===== src/rtl/hazard_sched.sv =====
// Pipeline hazard scheduler: load-use interlock via a shifting load tracker,
// jump flush, and a mul/div busy FSM with a watchdog timeout.
module hazard_sched #(
  parameter int unsigned LOAD_LAT   = 2,
  parameter int unsigned MD_TIMEOUT = 64
) (
  input  logic        clk,
  input  logic        rst,
  input  logic        id_valid_i,
  input  logic [4:0]  id_rs1_addr_i,
  input  logic [4:0]  id_rs2_addr_i,
  input  logic        id_rd_we_i,
  input  logic [4:0]  id_rd_addr_i,
  input  logic        id_is_load_i,
  input  logic        id_is_muldiv_i,
  input  logic        ex_jump_i,
  input  logic        md_done_i,
  output logic        stall_o,
  output logic        bubble_o,
  output logic        flush_o,
  output logic        md_start_o,
  output logic        md_busy_o,
  output logic        md_err_o,
  output logic [31:0] stall_cnt_o
);

  typedef enum logic {IDLE, BUSY} state_t;

  state_t              state_q, state_d;
  logic [LOAD_LAT-1:0] trk_valid_q;
  logic [4:0]          trk_rd_q [LOAD_LAT];
  logic [7:0]          busy_cnt_q;
  logic [31:0]         stall_cnt_q;
  logic                hazard;
  logic                issue;
  logic                push_valid;

  always_comb begin
    hazard = 1'b0;
    for (int unsigned i = 0; i < LOAD_LAT; i++) begin
      if (trk_valid_q[i] && (trk_rd_q[i] != '0) &&
          ((trk_rd_q[i] == id_rs1_addr_i) || (trk_rd_q[i] == id_rs2_addr_i)))
        hazard = 1'b1;
    end
  end

  // All 1-bit outputs are gated by rst so they read 0 the moment reset rises.
  always_comb begin
    state_d    = state_q;
    stall_o    = 1'b0;
    bubble_o   = 1'b0;
    flush_o    = 1'b0;
    md_start_o = 1'b0;
    md_busy_o  = 1'b0;
    md_err_o   = 1'b0;
    issue      = 1'b0;
    if (!rst) begin
      if (ex_jump_i) begin
        flush_o = 1'b1;
      end else if (state_q == BUSY || hazard) begin
        stall_o  = 1'b1;
        bubble_o = 1'b1;
      end else begin
        issue = id_valid_i;
      end
      md_start_o = issue & id_is_muldiv_i;
      md_busy_o  = (state_q == BUSY);
      case (state_q)
        IDLE: if (md_start_o) state_d = BUSY;
        BUSY: begin
          if (md_done_i) begin
            state_d = IDLE;
          end else if (busy_cnt_q == 8'(MD_TIMEOUT - 1)) begin
            md_err_o = 1'b1;
            state_d  = IDLE;
          end
        end
        default: state_d = IDLE;
      endcase
    end
  end

  assign push_valid  = issue & id_is_load_i & id_rd_we_i & (id_rd_addr_i != '0);
  assign stall_cnt_o = stall_cnt_q;

  always_ff @(posedge clk or posedge rst) begin
    if (rst) begin
      state_q     <= IDLE;
      trk_valid_q <= '0;
      busy_cnt_q  <= '0;
      stall_cnt_q <= '0;
    end else begin
      state_q <= state_d;
      for (int unsigned i = LOAD_LAT - 1; i > 0; i--)
        trk_valid_q[i] <= trk_valid_q[i-1];
      trk_valid_q[0] <= push_valid;
      busy_cnt_q     <= (state_q == BUSY) ? busy_cnt_q + 8'd1 : '0;
      if (stall_o)
        stall_cnt_q <= stall_cnt_q + 32'd1;
    end
  end

  // Destination fields are only meaningful alongside their valid bit.
  always_ff @(posedge clk) begin
    for (int unsigned i = LOAD_LAT - 1; i > 0; i--)
      trk_rd_q[i] <= trk_rd_q[i-1];
    trk_rd_q[0] <= push_valid ? id_rd_addr_i : '0;
  end

endmodule


===== config.mk =====
export PLATFORM = sky130hd
export DESIGN_NAME = hazard_sched
export DESIGN_NICKNAME = d
export VERILOG_FILES = /design/src/rtl/hazard_sched.sv
export SDC_FILE = /design/constraint.sdc
export NUM_CORES = 1
export LEC_CHECK = 0
export CORE_ASPECT_RATIO = 0.8
export CORE_UTILIZATION = 50
export DETAILED_ROUTE_END_ITERATION = 10
export PLACE_DENSITY = 0.8
export SYNTH_ARGS = -nofsm -noshare
export SYNTH_HDL_FRONTEND = slang
export SYNTH_SLANG_ARGS = --single-unit

===== constraint.sdc =====
create_clock -name clk -period 4.8 [get_ports clk]
set_clock_uncertainty 0.05 [all_clocks]
set_input_delay 0.72 -clock clk [delete_from_list [all_inputs] [get_ports clk]]
set_output_delay 0.72 -clock clk [all_outputs]
set_load 0.02 [all_outputs]

# ---- After elaboration in Yosys (flattened, before gate mapping)
# Memory sizes are Yosys's and may differ from the RTL's.
# Cells that the tools add are included.
dict set report word_totals {
  ff_bits 43
  memories 1
  ram_bits 10
  wordCells 50
  out_inout_bits 38
}
# memory depth width read_ports rd_clocked_by_memory_dff write_ports line
set memory_table {}
lappend memory_table {trk_rd_q 2 5 2 0 2 31} ;# logic [4:0] trk_rd_q [LOAD_LAT];
dict set report op_classes {
  muxes 23
  n_bitwise 5
  n_reduce_logical 10
  eq_ne 5
  n_addsub 2
}
# op n
set op_table {}
lappend op_table {{32-bit by 1-bit adder with 32-bit output (second input constant)} 1}
lappend op_table {{5-bit equality test} 4}
lappend op_table {{1-bit two-way mux} 20}
lappend op_table {{5-bit nonzero test} 3}
lappend op_table {{8-bit by 1-bit adder with 8-bit output (second input constant)} 1}
lappend op_table {{8-bit by 6-bit equality test with 1-bit output (second input constant)} 1}
lappend op_table {{8-bit two-way mux} 1}
lappend op_table {{5-bit two-way mux} 1}
lappend op_table {{1-bit bitwise AND} 4}
lappend op_table {{1-bit logical AND} 4}
lappend op_table {{1-bit logical OR} 3}
lappend op_table {{1-bit one-hot mux with 2 select lines} 1}
lappend op_table {{1-bit NOT} 1}

# ---- Depth between registers and ports, before layout
# Gate-level depths: netlist of run 1.
dict set report depth {
  word_depth 14
  depth_mapped 7
}

# ---- Least setup slack after synthesis of run 1
# No wires, ideal clock.
dict set report synth_timing {
  path_type {in2out}
  from {input port id_rs2_addr_i[3]}
  to {output port stall_o}
  arrival_time_ns 1.931
  n_path_buf 1
  t_required_ns 4.030
  slack_ns 2.099
  path_stages 7
  cell_sequence {xor2_1 -> nor3_1 -> a22oi_1 -> o221ai_4 -> nand2_2 -> inv_1 -> buf_4}
}
dict set report synth_via {
  elab_chain_cells 9
  elab_cells_between_ends 12
  classes_between {eq/ne: 2; mux: 5; reduce/logical: 5}
}
# item line
set synth_rtl {}
lappend synth_rtl {{start: declaration} 11} ;# input logic [4:0] id_rs2_addr_i,
lappend synth_rtl {{5-bit equality test} 42} ;# ((trk_rd_q[i] == id_rs1_addr_i) || (trk_rd_q[i] == id_rs2_addr_i)))
lappend synth_rtl {{1-bit logical OR} 42}
lappend synth_rtl {{1-bit logical AND} 41} ;# if (trk_valid_q[i] && (trk_rd_q[i] != '0) &&
lappend synth_rtl {{1-bit two-way mux} 41}
lappend synth_rtl {{1-bit two-way mux *} 41}
lappend synth_rtl {{1-bit logical OR *} 60} ;# end else if (state_q == BUSY || hazard) begin
lappend synth_rtl {{1-bit two-way mux * (3 in series)} --}
lappend synth_rtl {{end: declaration} 18} ;# output logic stall_o,
# Mark *: on every way between the ends. The rest lies on a longest branch, timed or not.

# ---- Worst setup path in the final report of run 1
dict set report layout_timing {
  from {input port id_rs2_addr_i[4]}
  to {output port md_start_o}
}
dict set report layout_via {
  elab_chain_cells 11
  elab_cells_between_ends 14
  classes_between {eq/ne: 2; mux: 6; bitwise: 1; reduce/logical: 5}
}
# item line
set layout_rtl {}
lappend layout_rtl {{5-bit equality test} 42}
lappend layout_rtl {{1-bit logical OR} 42}
lappend layout_rtl {{1-bit logical AND} 41}
lappend layout_rtl {{1-bit two-way mux} 41}
lappend layout_rtl {{1-bit two-way mux *} 41}
lappend layout_rtl {{1-bit logical OR *} 60}
lappend layout_rtl {{1-bit two-way mux *} 60}
lappend layout_rtl {{1-bit two-way mux *} 58} ;# if (ex_jump_i) begin
lappend layout_rtl {{1-bit two-way mux *} 57} ;# if (!rst) begin
lappend layout_rtl {{1-bit bitwise AND *} 66} ;# md_start_o = issue & id_is_muldiv_i;
lappend layout_rtl {{1-bit two-way mux *} 57}
lappend layout_rtl {{end: declaration} 21} ;# output logic md_start_o,
# Mark *: on every way between the ends. The rest lies on a longest branch, timed or not. The select of a mux whose other input is x is not followed.

==> metrics.yaml, run 1 <==
place:
  gp_congestion: 0.812
  dp_cells: 367
  hpwlAfterDp_um: 3990
  port_buffers: 60
  dpl_worst_slack_ps: 1170
logic_synthesis:
  synth_cells: 250
  synth_seq_area_share_pct: 46.7
  synth_cell_types: 39
  synth.cell_area_sq_mm: 0.00273
  synth-edff-count: 0
  syn_area_per_cell_sq_um: 10.9
  ys_ff_latch: 53
  yosysWarnings: 0
  ys.flop_type: "dfrtp_1"
  synth_top_cell_area_share_pct: 39.4
  syn_nets: 275
  async_flop_share_pct: 81.1
  synthTopCellsByArea: "dfrtp_1 (39%), xnor2_1 (11%), xor2_1 (7.7%)"
  synth_top_cell_by_area: "dfrtp_1"
clock_tree:
  cts_tree: "done"
  clock_latency_ps: 310
  path_clk_slew_ps: 90
  root_buffer: "clkbuf_8"
  cts_resized: 0
  clock-sinks: 53
  cts_hold_buf: 0
  htreeDepth: 2
  postCtsSetupBuffers: 0
  cts_buffers: 5
  ctsLongestPathBuffers: 2
route:
  wire_per_inst_um: 14.4
  drtAntennaViolNets: 0
  first_pass_iters: 7
  via_per_inst: 5.31
  drt-initial-drc-count: 104
  wl_um: 5390
  vias: 1990
  remaining_drc_errors: 4
power_and_ir_drop:
  cellPowerDensity_mw_per_mm2: 256
  peakVddDrop_mv: 0.173
  design_power_total_uw: 887
  p_leak_uw: 0.00148
critical_path:
  startpoint_type: "input pin"
  cpPeakStageDelay_ps: 590
  crit_type: "in -> out"
  r2r_cells: 7
  worstPathArrival_ps: 2880
  cp.buffers_inverters: 2
  worstPathMaxFanout: 4
  required_ps: 4030
  worstSetupPathDepth: 8
  crit_path_end_kind: "output pin"
  crit_chain: "clkdlybuf4s50_1 > xor2_1 > nor3_1 > a22oi_1 > o221ai_4 > nor2_2 > and2_1 > clkdlybuf4s50_1"
  crit_family: "buffers and inverters"
  crit_path_top_delay_cell: "clkdlybuf4s50_1"
  cp_common_cell: "clkdlybuf4s50_1"
floorplanning:
  core_sq_mm: 0.00512
  fp.dieH_um: 68.1
  die_area_sq_mm: 0.00576
  rows: 23
  start_util_pct: 53.3
  ios: 61
  die_width_um: 84.6
layout:
  n_antenna_cell: 0
  drive_above_1_share_pct: 13.1
  nets: 337
  finalNonFillerCells: 375
  area_growth_syn_to_layout_pct: 26.8
global_route:
  grt_first_pass_wirelength_um: 9000
  globalRouteOverflowTotal: 0
  antenna_found_initial: 0
  grt_max_degree: 39
  grt_usage_pct: 20.1
  grt_pass1_vias: 1912
timing:
  setup_viol: 0
  min_period_ps: 3650
  finalHoldViolations: 0
  rsz0062_at_grt: "false"
  hold_slack_ps: 379
  final_max_slew_viol_count: 0
  fin_setup_tns_ps: 0
  fin_crit_sh_pct: 76.0
  slew_headroom_pct: 67.6
  worst_slack_ps: 1150
  worst_pin_slew_ps: 486
  timing.fmax_mhz: 274
run_status:
  violations: "design-rule violations"
  status: "complete, but fails checks"
hold_path:
  hold_path_depth: 0
  min_path_type: "reg -> reg"
run:
  maxCapViolCount: 0
## sequential cells by signal (all words and copies together) (netlist names)
name	cells
state_q	1
stall_cnt_o	32
busy_cnt_q	8
trk_rd_q	10
trk_valid_q	2
## where the power goes
part           internal, uW  switching, uW
logic                  73.7           83.2
registers               463           22.0
clock network           101            144
## layout by cell type, fill, tap and decap left out, drive strengths merged, types with 4 or more instances in the layout
cell type,Yosys,final
clkdlybuf4s50,0,60
dfrtp,43,43
xnor2,33,33
nand3,27,27
xor2,24,24
nor2,19,19
and3,16,16
nand4,16,16
nor3,12,12
and2,10,10
dfxtp,10,10
nand2,7,7
inv,5,5
clkbuf,2,5
buf,7,4
## routing by layer
layer  vias up  share of wire (%)  wire length (um)  GRT usage, %
li1        984                  -                 -             -
met1       962                 49              2660          26.6
met2        39                 45              2450          33.9
met3         5                4.3               233          5.43
met4         0               0.78                42          3.81
met5         -                  0                 0             0
## cell type report
class / instances / area (sq um)
Fill cell: 405 / 1660
Multi-Input combinational cell: 183 / 1380
Sequential cell: 53 / 1280
Timing Repair Buffer: 64 / 631
Tap cell: 62 / 77.6
Clock buffer: 5 / 68.8
Inverter: 5 / 18.8
Clock inverter: 3 / 17.5
## cells by family after synthesis
group,share of synthesized area [%]
AND/OR/NAND/NOR,27.3
XOR/XNOR,18.3
flip-flops,46.7
buffers and inverters,3.02
AO/OA/AOI/OAI,3.39
adder cells (fa/ha/maj),0.916
multiplexers,0.412
## path summary, 6_finish.rpt
path,to,slack [ps],start
worst max register to register,stall_cnt_o[24],2680,trk_rd_q[0][3]
worst max-delay path,md_start_o,1150,id_rs2_addr_i[4]
worst min register to register,trk_rd_q[0][7],380,trk_rd_q[0][2]
worst min-delay path,trk_rd_q[0][7],380,trk_rd_q[0][2]
min in group asynchronous,busy_cnt_q[6],720,rst
max in group asynchronous,trk_valid_q[0],3230,rst
## synth_stat cells, drive strengths merged, types with 7 or more instances
library cell,number
nor2,19
dfxtp,10
dfrtp,43
buf,7
xor2,24
xnor2,33
nor3,12
nand3,27
and3,16
and2,10
nand4,16
nand2,7
## stage by stage
stage                     cell area [sq um]  util (%)
final                                  3460      67.6
after detailed placement               3380      66.0
after global placement                 3380      66.0
after CTS                              3460      67.6
after global routing                   3460      67.6
after floorplan                        2730         -
Power figures use the tool's default switching activity.
==> run 2, diff against run 1 <==
Clock period 4.8 ns to 3.8 ns, I/O delays scaled along.
==> metrics.yaml, run 2 (synthesis gave the netlist of run 1 again) <==
critical_path:
  cpPeakStageDelay_ps: 600  # about the same
  crit_path_top_delay_cell: "clkdlybuf4s50_1"
  worstPathMaxFanout: 4  # unchanged
  rrSetupSlack_ps: 1670  # -1010 ps
  required_ps: 3180  # -850 ps
  cp_common_cell: "clkdlybuf4s50_1"
  r2r-start: "trk_rd_q[0][0]"
  crit_family: "buffers and inverters"
  worstPathArrival_ps: 2780  # -100 ps
  cp.buffers_inverters: 2  # unchanged
  r2r-end: "stall_cnt_o[24]"
  startpoint_type: "input pin"
  crit_path_end_kind: "output pin"
  worstSetupPathDepth: 8  # unchanged
  r2r_cells: 7  # unchanged
  crit_chain: "clkdlybuf4s50_1 > xor2_1 > nor3_1 > a22oi_1 > o221ai_4 > nor2_2 > and2_1 > clkdlybuf4s50_1"
  crit_type: "in -> out"
route:
  vias: 2058  # +3.4%
  wire_per_inst_um: 14.9  # +3.8%
  drt-initial-drc-count: 109  # +4.8%
  remaining_drc_errors: 3  # -1
  via_per_inst: 5.47  # +3.1%
  first_pass_iters: 9  # +2
  drtAntennaViolNets: 0  # unchanged
  wl_um: 5610  # +4.1%
timing:
  rsz0062_at_grt: "false"
  worst_slack_ps: 397  # -756 ps
  slew_headroom_pct: 48.1  # -20 points
  fin_crit_sh_pct: 89.6
  timing.fmax_mhz: 294
  fin_setup_tns_ps: 0  # unchanged
  min_period_ps: 3400
  worst_pin_slew_ps: 777  # +292 ps
  final_max_slew_viol_count: 0  # unchanged
  setup_viol: 0  # unchanged
  finalHoldViolations: 0  # unchanged
global_route:
  grt_max_degree: 31  # -21%
  grt_usage_pct: 21.6  # +1.5 points
  gr-max-usage-layer: "met2"
  grt_first_pass_wirelength_um: 9540  # +6.0%
  globalRouteOverflowTotal: 0  # unchanged
  grt_util_met2_pct: 38.0  # +4.1 points
  grt_use_met1_pct: 26.4  # -0.20 points
  grt_util_met3_pct: 4.83  # -0.60 points
  antenna_found_initial: 0  # unchanged
  grt_pass1_vias: 2105  # +10%
run_status:
  status: "complete, but fails checks"
  violations: "design-rule violations"
layout:
  final_core_util_pct: 67.8  # +0.17 points
  area_growth_syn_to_layout_pct: 27.2
  nets: 338  # +0.30%
  final_common_cell: "clkdlybuf4s50_1"
  final_area_sq_mm: 0.00347  # +0.25%
  nFillCells: 411  # +1.5%
  drive_above_1_share_pct: 13.1  # -0.042 points
  largest_register_ffs: 32  # unchanged
  n_antenna_cell: 0  # unchanged
  final_cell_mix: "clkdlybuf4s50_1 (60), dfrtp_1 (43), xnor2_1 (33)"
place:
  gp_congestion: 0.773  # -4.9%
  port_buffers: 60  # unchanged
  hpwlAfterDp_um: 4260  # +6.6%
  dpl_worst_slack_ps: 392  # -775 ps
  placed_area_sq_mm: 0.00339  # +0.22%
floorplanning:
  fp.dieH_um: 68.1  # unchanged
  ios: 61  # unchanged
  die_area_sq_mm: 0.00576  # unchanged
  start_util_pct: 53.3  # unchanged
  core_sq_mm: 0.00512  # unchanged
  rows: 23  # unchanged
  die_width_um: 84.6  # unchanged
hold_path:
  worst_hold_startpoint: "trk_rd_q[0][2]"
  hold_path_depth: 0  # unchanged
  min_path_type: "reg -> reg"
  holdPathEnd: "trk_rd_q[0][7]"
clock_tree:
  cts_resized: 0  # unchanged
  ctsLongestPathBuffers: 2  # unchanged
  path_clk_slew_ps: 90  # about the same
  clock-sinks: 53  # unchanged
  root_buffer: "clkbuf_8"
  clock_latency_ps: 310  # about the same
  htreeDepth: 2  # unchanged
  postCtsSetupBuffers: 0  # unchanged
  cts_hold_buf: 0  # unchanged
  cts_buffers: 5  # unchanged
  cts_tree: "done"
power_and_ir_drop:
  peakVddDrop_mv: 0.225  # +30%
  p_leak_uw: 0.00148  # -0.11%
  cellPowerDensity_mw_per_mm2: 325  # +27%
  design_power_total_uw: 1130  # +27%
run:
  maxCapViolCount: 0  # unchanged
## run 2: how the worst max path moves through the flow
stage | from | end
floorplan | id_rs2_addr_i[3] | stall_o
global placement | id_rs2_addr_i[0] | md_start_o
detailed placement | id_rs2_addr_i[4] | md_start_o
CTS | id_rs2_addr_i[4] | md_start_o
global route | id_rs2_addr_i[4] | md_start_o
finish | id_rs2_addr_i[4] | md_start_o
## run 2: metrics by stage
| step | hold slack, ps | instances |
|---|---|---|
| after floorplan | 334 | 250 |
| after global placement | 355 | 368 |
| after detailed placement | 369 | 368 |
| after CTS | 382 | 376 |
| after global routing | 393 | 376 |
| final | 383 | 376 |
## run 2: cell type report
type / count / area, sq um / area share [%]
Multi-Input combinational cell: 183 / 1380 / 39.6
Sequential cell: 53 / 1280 / 36.7
Timing Repair Buffer: 65 / 638 / 18.4
Tap cell: 62 / 77.6 / 2.23
Clock buffer: 6 / 72.6 / 2.09
Inverter: 5 / 18.8 / 0.540
Clock inverter: 2 / 15.0 / 0.432
## run 2: where the power goes
group          total, uW  internal [uW]  switching, uW
clock                315            130            185
combinational        201           94.0            107
sequential           614            585           28.7
total               1130            809            321
## run 2: metal layers
| layer | vias up | wire, um |
|---|---|---|
| li1 | 989 | - |
| met1 | 993 | 2540 |
| met2 | 63 | 2630 |
| met3 | 13 | 316 |
| met4 | 0 | 118 |
| met5 | - | 0 |
==> run 3, diff against run 2 <==
Settings changed: CORE_UTILIZATION 50 to 35, PLACE_DENSITY 0.8 to 0.6.
==> metrics.yaml, run 3 (synthesis gave the netlist of run 1 again) <==
layout:
  seq_area_sq_mm: 0.00128  # unchanged
  largest_register_ffs: 32  # unchanged
  final_common_cell: "clkdlybuf4s50_1"
  nFillCells: 702  # +71%
  nets: 336  # -0.59%
  n_antenna_cell: 0  # unchanged
  drive_above_1_share_pct: 12.5  # -0.56 points
  multi_input_area_sq_mm: 0.00138  # unchanged
  final_area_sq_mm: 0.00354  # +1.9%
  final_cell_mix: "clkdlybuf4s50_1 (60), dfrtp_1 (43), xnor2_1 (33)"
  area_growth_syn_to_layout_pct: 29.6
timing:
  fin_setup_tns_ps: 0  # unchanged
  worst_pin_slew_ps: 849  # +71.5 ps
  finalHoldViolations: 0  # unchanged
  setup_viol: 0  # unchanged
  timing.fmax_mhz: 298  # +1.3%
  hold_slack_ps: 377  # -6.11 ps
  final_max_slew_viol_count: 0  # unchanged
  rsz0062_at_grt: "false"
  slew_headroom_pct: 43.1  # -5.1 points
  fin_crit_sh_pct: 88.4  # -1.1 points
  min_period_ps: 3360  # -42.1 ps
global_route:
  grt_usage_pct: 16.1  # -5.5 points
  globalRouteOverflowTotal: 0  # unchanged
  antenna_found_initial: 0  # unchanged
  grt_max_degree: 31  # unchanged
  grt_first_pass_wirelength_um: 10300  # +7.5%
  grt_pass1_vias: 2070  # -1.7%
critical_path:
  worstPathMaxFanout: 4  # unchanged
  required_ps: 3180  # about the same
  crit_type: "in -> out"
  startpoint_type: "input pin"
  crit_path_end_kind: "output pin"
  worstPathArrival_ps: 2740  # -40 ps
place:
  hpwlAfterDp_um: 4300  # +0.92%
  gp_congestion: 0.774  # +0.19%
  port_buffers: 60  # unchanged
  placed_area_sq_mm: 0.00342  # +1.1%
route:
  wire_per_inst_um: 13.9  # -6.6%
  remaining_drc_errors: 0  # -3
  drtAntennaViolNets: 0  # unchanged
  drt-initial-drc-count: 68  # -38%
  vias: 2013  # -2.2%
  via_per_inst: 4.83  # -12%
  wl_um: 5810  # +3.5%
  first_pass_iters: 4  # -5
floorplanning:
  die_width_um: 101  # +19%
  die_area_sq_mm: 0.00816  # +42%
  start_util_pct: 36.6  # -17 points
  core_sq_mm: 0.00746  # +46%
  fp.dieH_um: 81.0  # +19%
  rows: 28  # +22%
  ios: 61  # unchanged
hold_path:
  min_path_type: "reg -> reg"
clock_tree:
  clock-sinks: 53  # unchanged
  htreeDepth: 2  # unchanged
  clock_latency_ps: 310  # about the same
  cts_resized: 0  # unchanged
  root_buffer: "clkbuf_8"
  path_clk_slew_ps: 90  # about the same
  ctsLongestPathBuffers: 2  # unchanged
  cts_hold_buf: 0  # unchanged
  cts_buffers: 5  # unchanged
  postCtsSetupBuffers: 0  # unchanged
  cts_tree: "done"
power_and_ir_drop:
  peakVddDrop_mv: 0.212  # -5.6%
  cellPowerDensity_mw_per_mm2: 341  # +4.7%
  p_leak_uw: 0.00149  # +0.50%
run_status:
  status: "completed"
run:
  maxCapViolCount: 0  # unchanged
run 3: changes by cell type in the layout (fill, tap and decap cells not counted):
cell and delta:
buf_4 -2, clkinvlp_4 -2, bufinv_16 +1, clkbuf_8 +1
clkinv_1 +1, inv_1 -1
run 3: worst max-delay path: stages:
cell and delay [ps]:
clkdlybuf4s50_1 460, xor2_1 180, nor3_1 240, a22oi_1 160
o221ai_4 310, nand2_2 130, inv_1 80, clkdlybuf4s50_1 600
run 3: per-layer routing:
| metal | vias up | GRT usage, % | routed length [um] |
|---|---|---|---|
| li1 | 983 | - | - |
| met1 | 990 | 23.8 | 2930 |
| met2 | 33 | 24.1 | 2600 |
| met3 | 7 | 2.93 | 209 |
| met4 | 0 | 4.35 | 68 |
| met5 | - | 0 | 0 |
run 3: worst paths after layout:
check | startpoint | to | slack [ps] | depth (start not counted)
worst min register to register | trk_rd_q[0][3] | trk_rd_q[0][8] | 380 | 0
min in group asynchronous | rst | stall_cnt_o[20] | 760 | 2
max in group asynchronous | rst | stall_cnt_o[3] | 2230 | 3
worst min-delay path | trk_rd_q[0][3] | trk_rd_q[0][8] | 380 | 0
worst max register to register | trk_rd_q[0][0] | stall_cnt_o[24] | 1580 | 7
worst max-delay path | id_rs2_addr_i[3] | stall_o | 440 | 8
run 3: power by group:
part	switching [uW]	total [uW]	leakage [uW]	internal [uW]
Sequential	28.0	613	0.000674	585
Combinational	107	199	0.000752	92.3
Clock	179	394	0.0000585	215
run 3: per-stage QoR:
step	total power, uW	utilization, %	worst slack [ps]	cells
4_1_cts	1220	47.5	435	417
6_report	1210	47.5	439	417
3_5_place_dp	827	45.9	442	409
2_1_floorplan	735	-	1400	250
5_1_grt	1270	47.5	290	417
3_3_place_gp	825	45.9	457	409
run 3: cell type report:
class	instances	area share (%)
Tap cell	105	3.71
Timing Repair Buffer	63	17.6
Multi-Input combinational cell	183	38.8
Sequential cell	53	36.0
Clock inverter	1	0.848
Clock buffer	7	2.44
Inverter	5	0.530
